===== src/rtl/alu_cmd_sequencer.sv =====
// rtl/alu_cmd_sequencer.sv - nibble-stream command sequencer driving the 3-bit ALU, with a small result buffer
// Collects opcode/A/B nibbles, holds them on the ALU inputs, and queues the ALU result for a downstream consumer.
module alu_cmd_sequencer #(
  parameter int DATA_W    = 3,
  parameter int RES_DEPTH = 2
) (
  input  logic                         clk,
  input  logic                         rst_n,
  input  logic                         in_valid,
  output logic                         in_ready,
  input  logic [3:0]                   in_data,
  output logic [DATA_W-1:0]            alu_a,
  output logic [DATA_W-1:0]            alu_b,
  output logic [1:0]                   alu_opcode,
  input  logic [DATA_W:0]              alu_z,
  output logic                         out_valid,
  input  logic                         out_ready,
  output logic [DATA_W:0]              out_z,
  output logic [$clog2(RES_DEPTH):0]   res_count
);

  localparam int PW = $clog2(RES_DEPTH);
  localparam int CW = PW + 1;

  typedef enum logic [1:0] {
    S_OP   = 2'd0,
    S_A    = 2'd1,
    S_B    = 2'd2,
    S_EXEC = 2'd3
  } state_t;

  state_t            r_state;
  logic [1:0]        r_pend_op;
  logic [DATA_W-1:0] r_pend_a;
  logic [DATA_W-1:0] r_alu_a;
  logic [DATA_W-1:0] r_alu_b;
  logic [1:0]        r_alu_op;

  logic [DATA_W:0]   r_mem [RES_DEPTH];
  logic [PW-1:0]     r_wr;
  logic [PW-1:0]     r_rd;
  logic [CW-1:0]     r_count;

  logic w_accept;
  logic w_clear;
  logic w_pop;
  logic w_full;
  logic w_push;

  assign in_ready = (r_state != S_EXEC);
  assign w_accept = in_valid && in_ready;
  assign w_clear  = w_accept && (r_state == S_OP) && in_data[3];
  assign w_pop    = out_valid && out_ready;
  assign w_full   = (r_count == CW'(RES_DEPTH));
  // A full buffer can still take the result when the head leaves on the same edge.
  assign w_push   = (r_state == S_EXEC) && (!w_full || w_pop);

  always_ff @(posedge clk or negedge rst_n) begin
    if (!rst_n) begin
      r_state   <= S_OP;
      r_pend_op <= 2'b00;
      r_pend_a  <= '0;
      r_alu_a   <= '0;
      r_alu_b   <= '0;
      r_alu_op  <= 2'b00;
    end else begin
      case (r_state)
        S_OP: begin
          if (w_accept && !in_data[3]) begin
            r_pend_op <= in_data[1:0];
            r_state   <= S_A;
          end
        end
        S_A: begin
          if (w_accept) begin
            r_pend_a <= in_data[DATA_W-1:0];
            r_state  <= S_B;
          end
        end
        S_B: begin
          if (w_accept) begin
            r_alu_op <= r_pend_op;
            r_alu_a  <= r_pend_a;
            r_alu_b  <= in_data[DATA_W-1:0];
            r_state  <= S_EXEC;
          end
        end
        S_EXEC: begin
          if (w_push) begin
            r_state <= S_OP;
          end
        end
        default: r_state <= S_OP;
      endcase
    end
  end

  always_ff @(posedge clk or negedge rst_n) begin
    if (!rst_n) begin
      for (int i = 0; i < RES_DEPTH; i++) begin
        r_mem[i] <= '0;
      end
      r_wr    <= '0;
      r_rd    <= '0;
      r_count <= '0;
    end else if (w_clear) begin
      // Flush beats any simultaneous pop; a push cannot happen outside S_EXEC.
      r_wr    <= '0;
      r_rd    <= '0;
      r_count <= '0;
    end else begin
      if (w_push) begin
        r_mem[r_wr] <= alu_z;
        r_wr        <= r_wr + 1'b1;
      end
      if (w_pop) begin
        r_rd <= r_rd + 1'b1;
      end
      case ({w_push, w_pop})
        2'b10:   r_count <= r_count + 1'b1;
        2'b01:   r_count <= r_count - 1'b1;
        default: r_count <= r_count;
      endcase
    end
  end

  assign alu_a      = r_alu_a;
  assign alu_b      = r_alu_b;
  assign alu_opcode = r_alu_op;
  assign out_valid  = (r_count != '0);
  assign out_z      = r_mem[r_rd];
  assign res_count  = r_count;

endmodule

===== config.mk =====
export PLATFORM = sky130hd
export DESIGN_NAME = alu_cmd_sequencer
export DESIGN_NICKNAME = d
export VERILOG_FILES = /design/src/rtl/alu_cmd_sequencer.sv
export SDC_FILE = /design/constraint.sdc
export NUM_CORES = 1
export LEC_CHECK = 0
export ABC_AREA = 1
export BUFFER_PORTS_ARGS = -buffer_cell sky130_fd_sc_hd__buf_2
export CAP_MARGIN = 10
export CORE_MARGIN = 3
export CORE_UTILIZATION = 45
export DETAILED_ROUTE_END_ITERATION = 8
export PLACE_DENSITY = 0.71
export SLEW_MARGIN = 20
export SYNTH_ARGS = -nofsm -noshare
export SYNTH_HDL_FRONTEND = slang
export SYNTH_SLANG_ARGS = --single-unit

===== constraint.sdc =====
create_clock -name clk -period 2.2 [get_ports clk]
set_input_delay 0.22 -clock clk [delete_from_list [all_inputs] [get_ports clk]]
set_output_delay 0.22 -clock clk [all_outputs]
set_load 0.05 [all_outputs]

==> impl_metrics.py, run 1 <==
metrics = {
    "clocking": {
        "cts_tree": "yes",
        "cts-root-buf": "clkbuf_4",
        "clock_latency_ps": 310,
        "cts_buffers": 3,
        "cts_max_path_buffers": 2,
        "clock_sinks": 27,
        "clkTransAtPathRegs_ps": 140,
        "h-tree-depth": 1,
    },
    "synthesis": {
        "seq_area_frac_synth": 0.526,
        "synth-seq-cells": 27,
        "yosys_warnings": 0,
        "mappedNetlistNets": 149,
        "syn_inst": 133,
        "syn_area_um2": 1280,
        "synth_area_per_cell_um2": 9.66,
        "yosys.cell_types.count": 20,
    },
    "placement": {
        "gp_congestion": 0.750,
        "port_buffers": 27,
        "dp_hpwl_um": 1830,
    },
    "setup_path": {
        "path_class": "flop to primary output",
        "reg2reg_from": "r_state[0]",
        "crit_required_ps": 1980,
        "cp-end-kind": "primary output",
        "timing.rr.end": "r_mem[4]",
        "arrival_ps": 1450,
        "start_kind": "flop",
        "cp_max_fo": 6,
        "r2r_slack_ps": 630,
        "worstRegToRegCells": 5,
    },
    "grt": {
        "grt-ovfl-total": 0,
        "track_usage": 0.143,
        "grt_max_degree": 28,
        "grt_pass1_vias": 925,
        "antenna_found_initial": 0,
        "grt_pass1_wl_um": 3840,
    },
    "finish": {
        "syn2layout_area_growth_pct": 14.5,
        "layout_common_cells": "nand2_1, dfrtp_1, buf_2",
        "antenna_cells": 0,
        "final_common_cell": "nand2_1",
        "drive_gt1_frac": 0.294,
        "nNetsFinal": 180,
    },
    "route": {
        "num_vias": 972,
        "vias_per_cell": 5.04,
        "routed_wl_um": 2330,
        "drtIter0Drc": 34,
        "wl_per_cell_um": 12.1,
        "dr.pass1.iters": 4,
        "drcViolationCount": 0,
        "final_antenna_net_count": 0,
    },
    "sta": {
        "fmax_mhz": 599,
        "tightest_slew_ps": 581,
        "timing.final.crit_share": 0.758,
        "setup_viol": 0,
        "period_needed_ps": 1670,
        "rsz0062_at_grt": "false",
        "maxSlewViolCount": 0,
        "fin_setup_tns_ps": 0,
        "slew_headroom": 0.613,
        "finClkSkew_ps": 6.47,
        "hold_violations": 0,
    },
    "worst_hold_path": {
        "holdPathStages": 3,
        "hp-class": "primary input to flop",
        "holdPathEnd": "r_mem[6]",
        "worstHoldStart": "alu_z[2]",
    },
    "floorplan": {
        "core_region_area_um2": 2590,
        "dieHeight_um": 59.4,
        "die_x_um": 59.4,
        "dieArea_um2": 3530,
        "ios": 28,
        "start_util": 0.496,
        "num_rows": 18,
    },
    "status": {
        "outcome": "completed",
    },
    "run": {
        "drv_cap": 0,
    },
}
metrics by stage:
step	utilization	worst slack (ps)	instances	hold slack [ps]	cell area (um^2)
floorplan	-	455	133	-75.6	1280
global placement	0.554	678	188	251	1440
detailed placement	0.554	638	188	254	1440
CTS	0.568	507	193	145	1470
global route	0.568	447	193	151	1470
finish	0.568	532	193	154	1470
worst max-delay path, stage by stage (launching register included):
cell and delay, ps:
dfrtp_1 440, ha_1 290, inv_1 140, buf_2 280
kinds of logic (layout without fill, tap and decap cells):
kind of cell,after synthesis,in the layout,share of synthesized area
mux,9,9,0.0906
flops,27,27,0.526
buf+inv,18,48,0.0643
fa+ha+maj,4,4,0.0389
compound gates,19,19,0.0857
simple gates,56,56,0.195
layout make-up:
class,count,area (um^2)
Clock buffer,4,26.3
Fill cell,221,1120
Inverter,16,60.1
Multi-Input combinational cell,88,527
Sequential cell,27,676
Tap cell,30,37.5
Timing Repair Buffer,28,145
cell usage after synthesis, drive strengths merged:
cell type,count,area [um^2]
nand2,38,145
dfrtp,27,676
o21ai,18,105
inv,16,60.1
nand3,11,60.1
mux2,9,116
ha,4,50.1
nand4,3,18.8
buf,2,22.5
or2,2,12.5
a21oi,1,5.00
nand3b,1,7.51
nor2,1,6.26
worst max-delay path by stage:
| stage | depth (start not counted) | startpoint | end |
|---|---|---|---|
| floorplan | 7 | res_count[1] | res_count[0] |
| global placement | 4 | r_state[0] | alu_a[2] |
| detailed placement | 4 | r_state[0] | alu_a[0] |
| CTS | 3 | r_state[0] | in_ready |
| global route | 3 | r_state[0] | in_ready |
| finish | 3 | r_state[0] | in_ready |
state kept, by name, summed over array words and instances (netlist names):
name,flops
r_mem,8
alu_a,3
alu_b,3
r_pend_a,3
alu_opcode,2
r_pend_op,2
r_state,2
res_count,2
r_rd,1
r_wr,1
per-layer routing:
| metal | wire length [um] | up-vias | track usage |
|---|---|---|---|
| met1 | 1060 | 453 | 0.176 |
| met4 | 12 | 0 | 0.0388 |
| met2 | 1170 | 20 | 0.248 |
| met3 | 87 | 2 | 0.0327 |
| met5 | 0 | - | 0 |
| li1 | - | 497 | - |
timing repair:
item | in CTS | in global routing
hold endpoints to repair | 27 | 0
gates resized for setup | 0 | 0
hold buffers | 1 | 0
buffers inserted | 0 | 0
Power of run 1 is not shown: default switching activity piles up to over one toggle a cycle in this logic, so the estimate is an artifact.
==> run 2: changes to the inputs <==
==> constraint.sdc (replaced) <==
create_clock -name clk -period 1.75 [get_ports clk]
set_input_delay 0.175 -clock clk [delete_from_list [all_inputs] [get_ports clk]]
set_output_delay 0.175 -clock clk [all_outputs]
set_load 0.05 [all_outputs]
==> run 2 against run 1 <==
Net effect:
- clock skew up 1.0 ps
- count of clock-buffer cells in the layout down 1
- flip-flop and latch count unchanged
- global-route usage down 0.65 points
==> impl_metrics.py, run 2 (synthesis gave the netlist of run 1 again) <==
metrics = {
    "status": {
        "outcome": "completed",
    },
    "setup_path": {
        "path_class": "flop to primary output",
        "cp_max_fo": 6,
        "max_stage_delay_ps": 440,
        "arrival_ps": 1460,
        "start_kind": "flop",
        "crit_required_ps": 1570,
        "cpMaxStageDelayCell": "dfrtp_1",
        "path_cells": "ha_1 > inv_1 > buf_2",
        "cp-end-kind": "primary output",
    },
    "placement": {
        "dp_hpwl_um": 1780,
        "dpl_cell_area_um2": 1440,
        "port_buffers": 27,
        "gp_congestion": 0.730,
    },
    "floorplan": {
        "start_util": 0.496,
        "dieArea_um2": 3530,
        "core_region_area_um2": 2590,
        "ios": 28,
        "num_rows": 18,
        "dieHeight_um": 59.4,
        "die_x_um": 59.4,
    },
    "sta": {
        "timing.final.crit_share": 0.937,
        "finClkSkew_ps": 7.50,
        "hold_violations": 0,
        "maxSlewViolCount": 0,
        "fin_setup_tns_ps": 0,
        "tightest_slew_ps": 577,
        "period_needed_ps": 1640,
        "rsz0062_at_grt": "false",
        "slew_headroom": 0.616,
        "setup_viol": 0,
        "fmax_mhz": 610,
    },
    "worst_hold_path": {
        "hp-class": "primary input to flop",
    },
    "route": {
        "dr.pass1.iters": 4,
        "num_vias": 994,
        "final_antenna_net_count": 0,
        "wl_per_cell_um": 11.8,
        "routed_wl_um": 2300,
        "drcViolationCount": 0,
        "vias_per_cell": 5.12,
        "drtIter0Drc": 31,
    },
    "clocking": {
        "clock_latency_ps": 320,
        "cts_tree": "yes",
        "clock_sinks": 27,
        "h-tree-depth": 1,
        "cts_max_path_buffers": 2,
        "clkTransAtPathRegs_ps": 140,
        "cts_buffers": 3,
        "cts-root-buf": "clkbuf_4",
    },
    "finish": {
        "multi_input_area_um2": 527,
        "post-route-util": 0.572,
        "fillers": 245,
        "final_cell_area_um2": 1480,
        "largest_register_ffs": 8,
        "final_common_cell": "nand2_1",
        "antenna_cells": 0,
        "drive_gt1_frac": 0.305,
        "nNetsFinal": 181,
        "layout_common_cells": "nand2_1, dfrtp_1, buf_2",
        "syn2layout_area_growth_pct": 15.4,
        "largest_register": "r_mem",
        "regArea_um2": 676,
    },
    "grt": {
        "grt_pass1_vias": 854,
        "grt-ovfl-total": 0,
        "grt_max_degree": 28,
        "track_usage": 0.136,
        "grt_pass1_wl_um": 3660,
        "antenna_found_initial": 0,
    },
    "run": {
        "drv_cap": 0,
    },
}
run 2: cell count changes in the layout (fill, tap and decap cells not counted):
cell / before / now
clkbuf_1: 1 / 0
clkinvlp_4: 0 / 1
buf_4: 0 / 1
run 2: worst paths after layout:
kind / depth (start not counted) / slack [ps] / endpoint / startpoint
hold / removal: 3 / 100 / r_mem[7] / alu_z[3]
min in group asynchronous: 2 / 360 / r_pend_op[0] / rst_n
hold reg to reg: 2 / 500 / alu_b[0] / alu_b[0]
setup reg to reg: 4 / 190 / alu_a[0] / r_state[0]
max in group asynchronous: 2 / 1010 / r_wr / rst_n
setup / recovery: 3 / 110 / in_ready / r_state[0]
run 2: through the flow:
step | setup WS, ps | hold WS, ps | instances
2_1_floorplan | 5.26 | -121 | 133
3_3_place_gp | 249 | 205 | 189
3_5_place_dp | 195 | 213 | 189
4_1_cts | 90.4 | 80.7 | 194
5_1_grt | 15.2 | 89.4 | 194
6_report | 110 | 99.1 | 194
run 2: timing repair:
| action | CTS | global route |
|---|---|---|
| hold buffers | 1 | 0 |
| gates resized for setup | 0 | 0 |
| hold endpoints to repair | 27 | 0 |
| buffers inserted | 0 | 0 |
run 2: metal layers:
layer	track usage	part of all wire	vias up
met3	0.0392	0.057	2
met4	0.0291	0.0065	0
met2	0.236	0.49	28
li1	-	-	493
met1	0.168	0.44	471
met5	0	0	-
run 2: cell type report:
cell class	count	share of cell area
clock buffer	3	0.0152
clock inverter	1	0.00506
inverter	16	0.0405
multi-input combinational	88	0.355
sequential	27	0.456
tap	30	0.0253
timing repair buffer	29	0.103
run 2: worst max-delay path, delay by kind of cell, from the launching register on:
family | cells | cell delay, ps
flops | 1 | 440
buf+inv | 2 | 420
fa+ha+maj | 1 | 290
Power of run 2 is left out for the same reason.
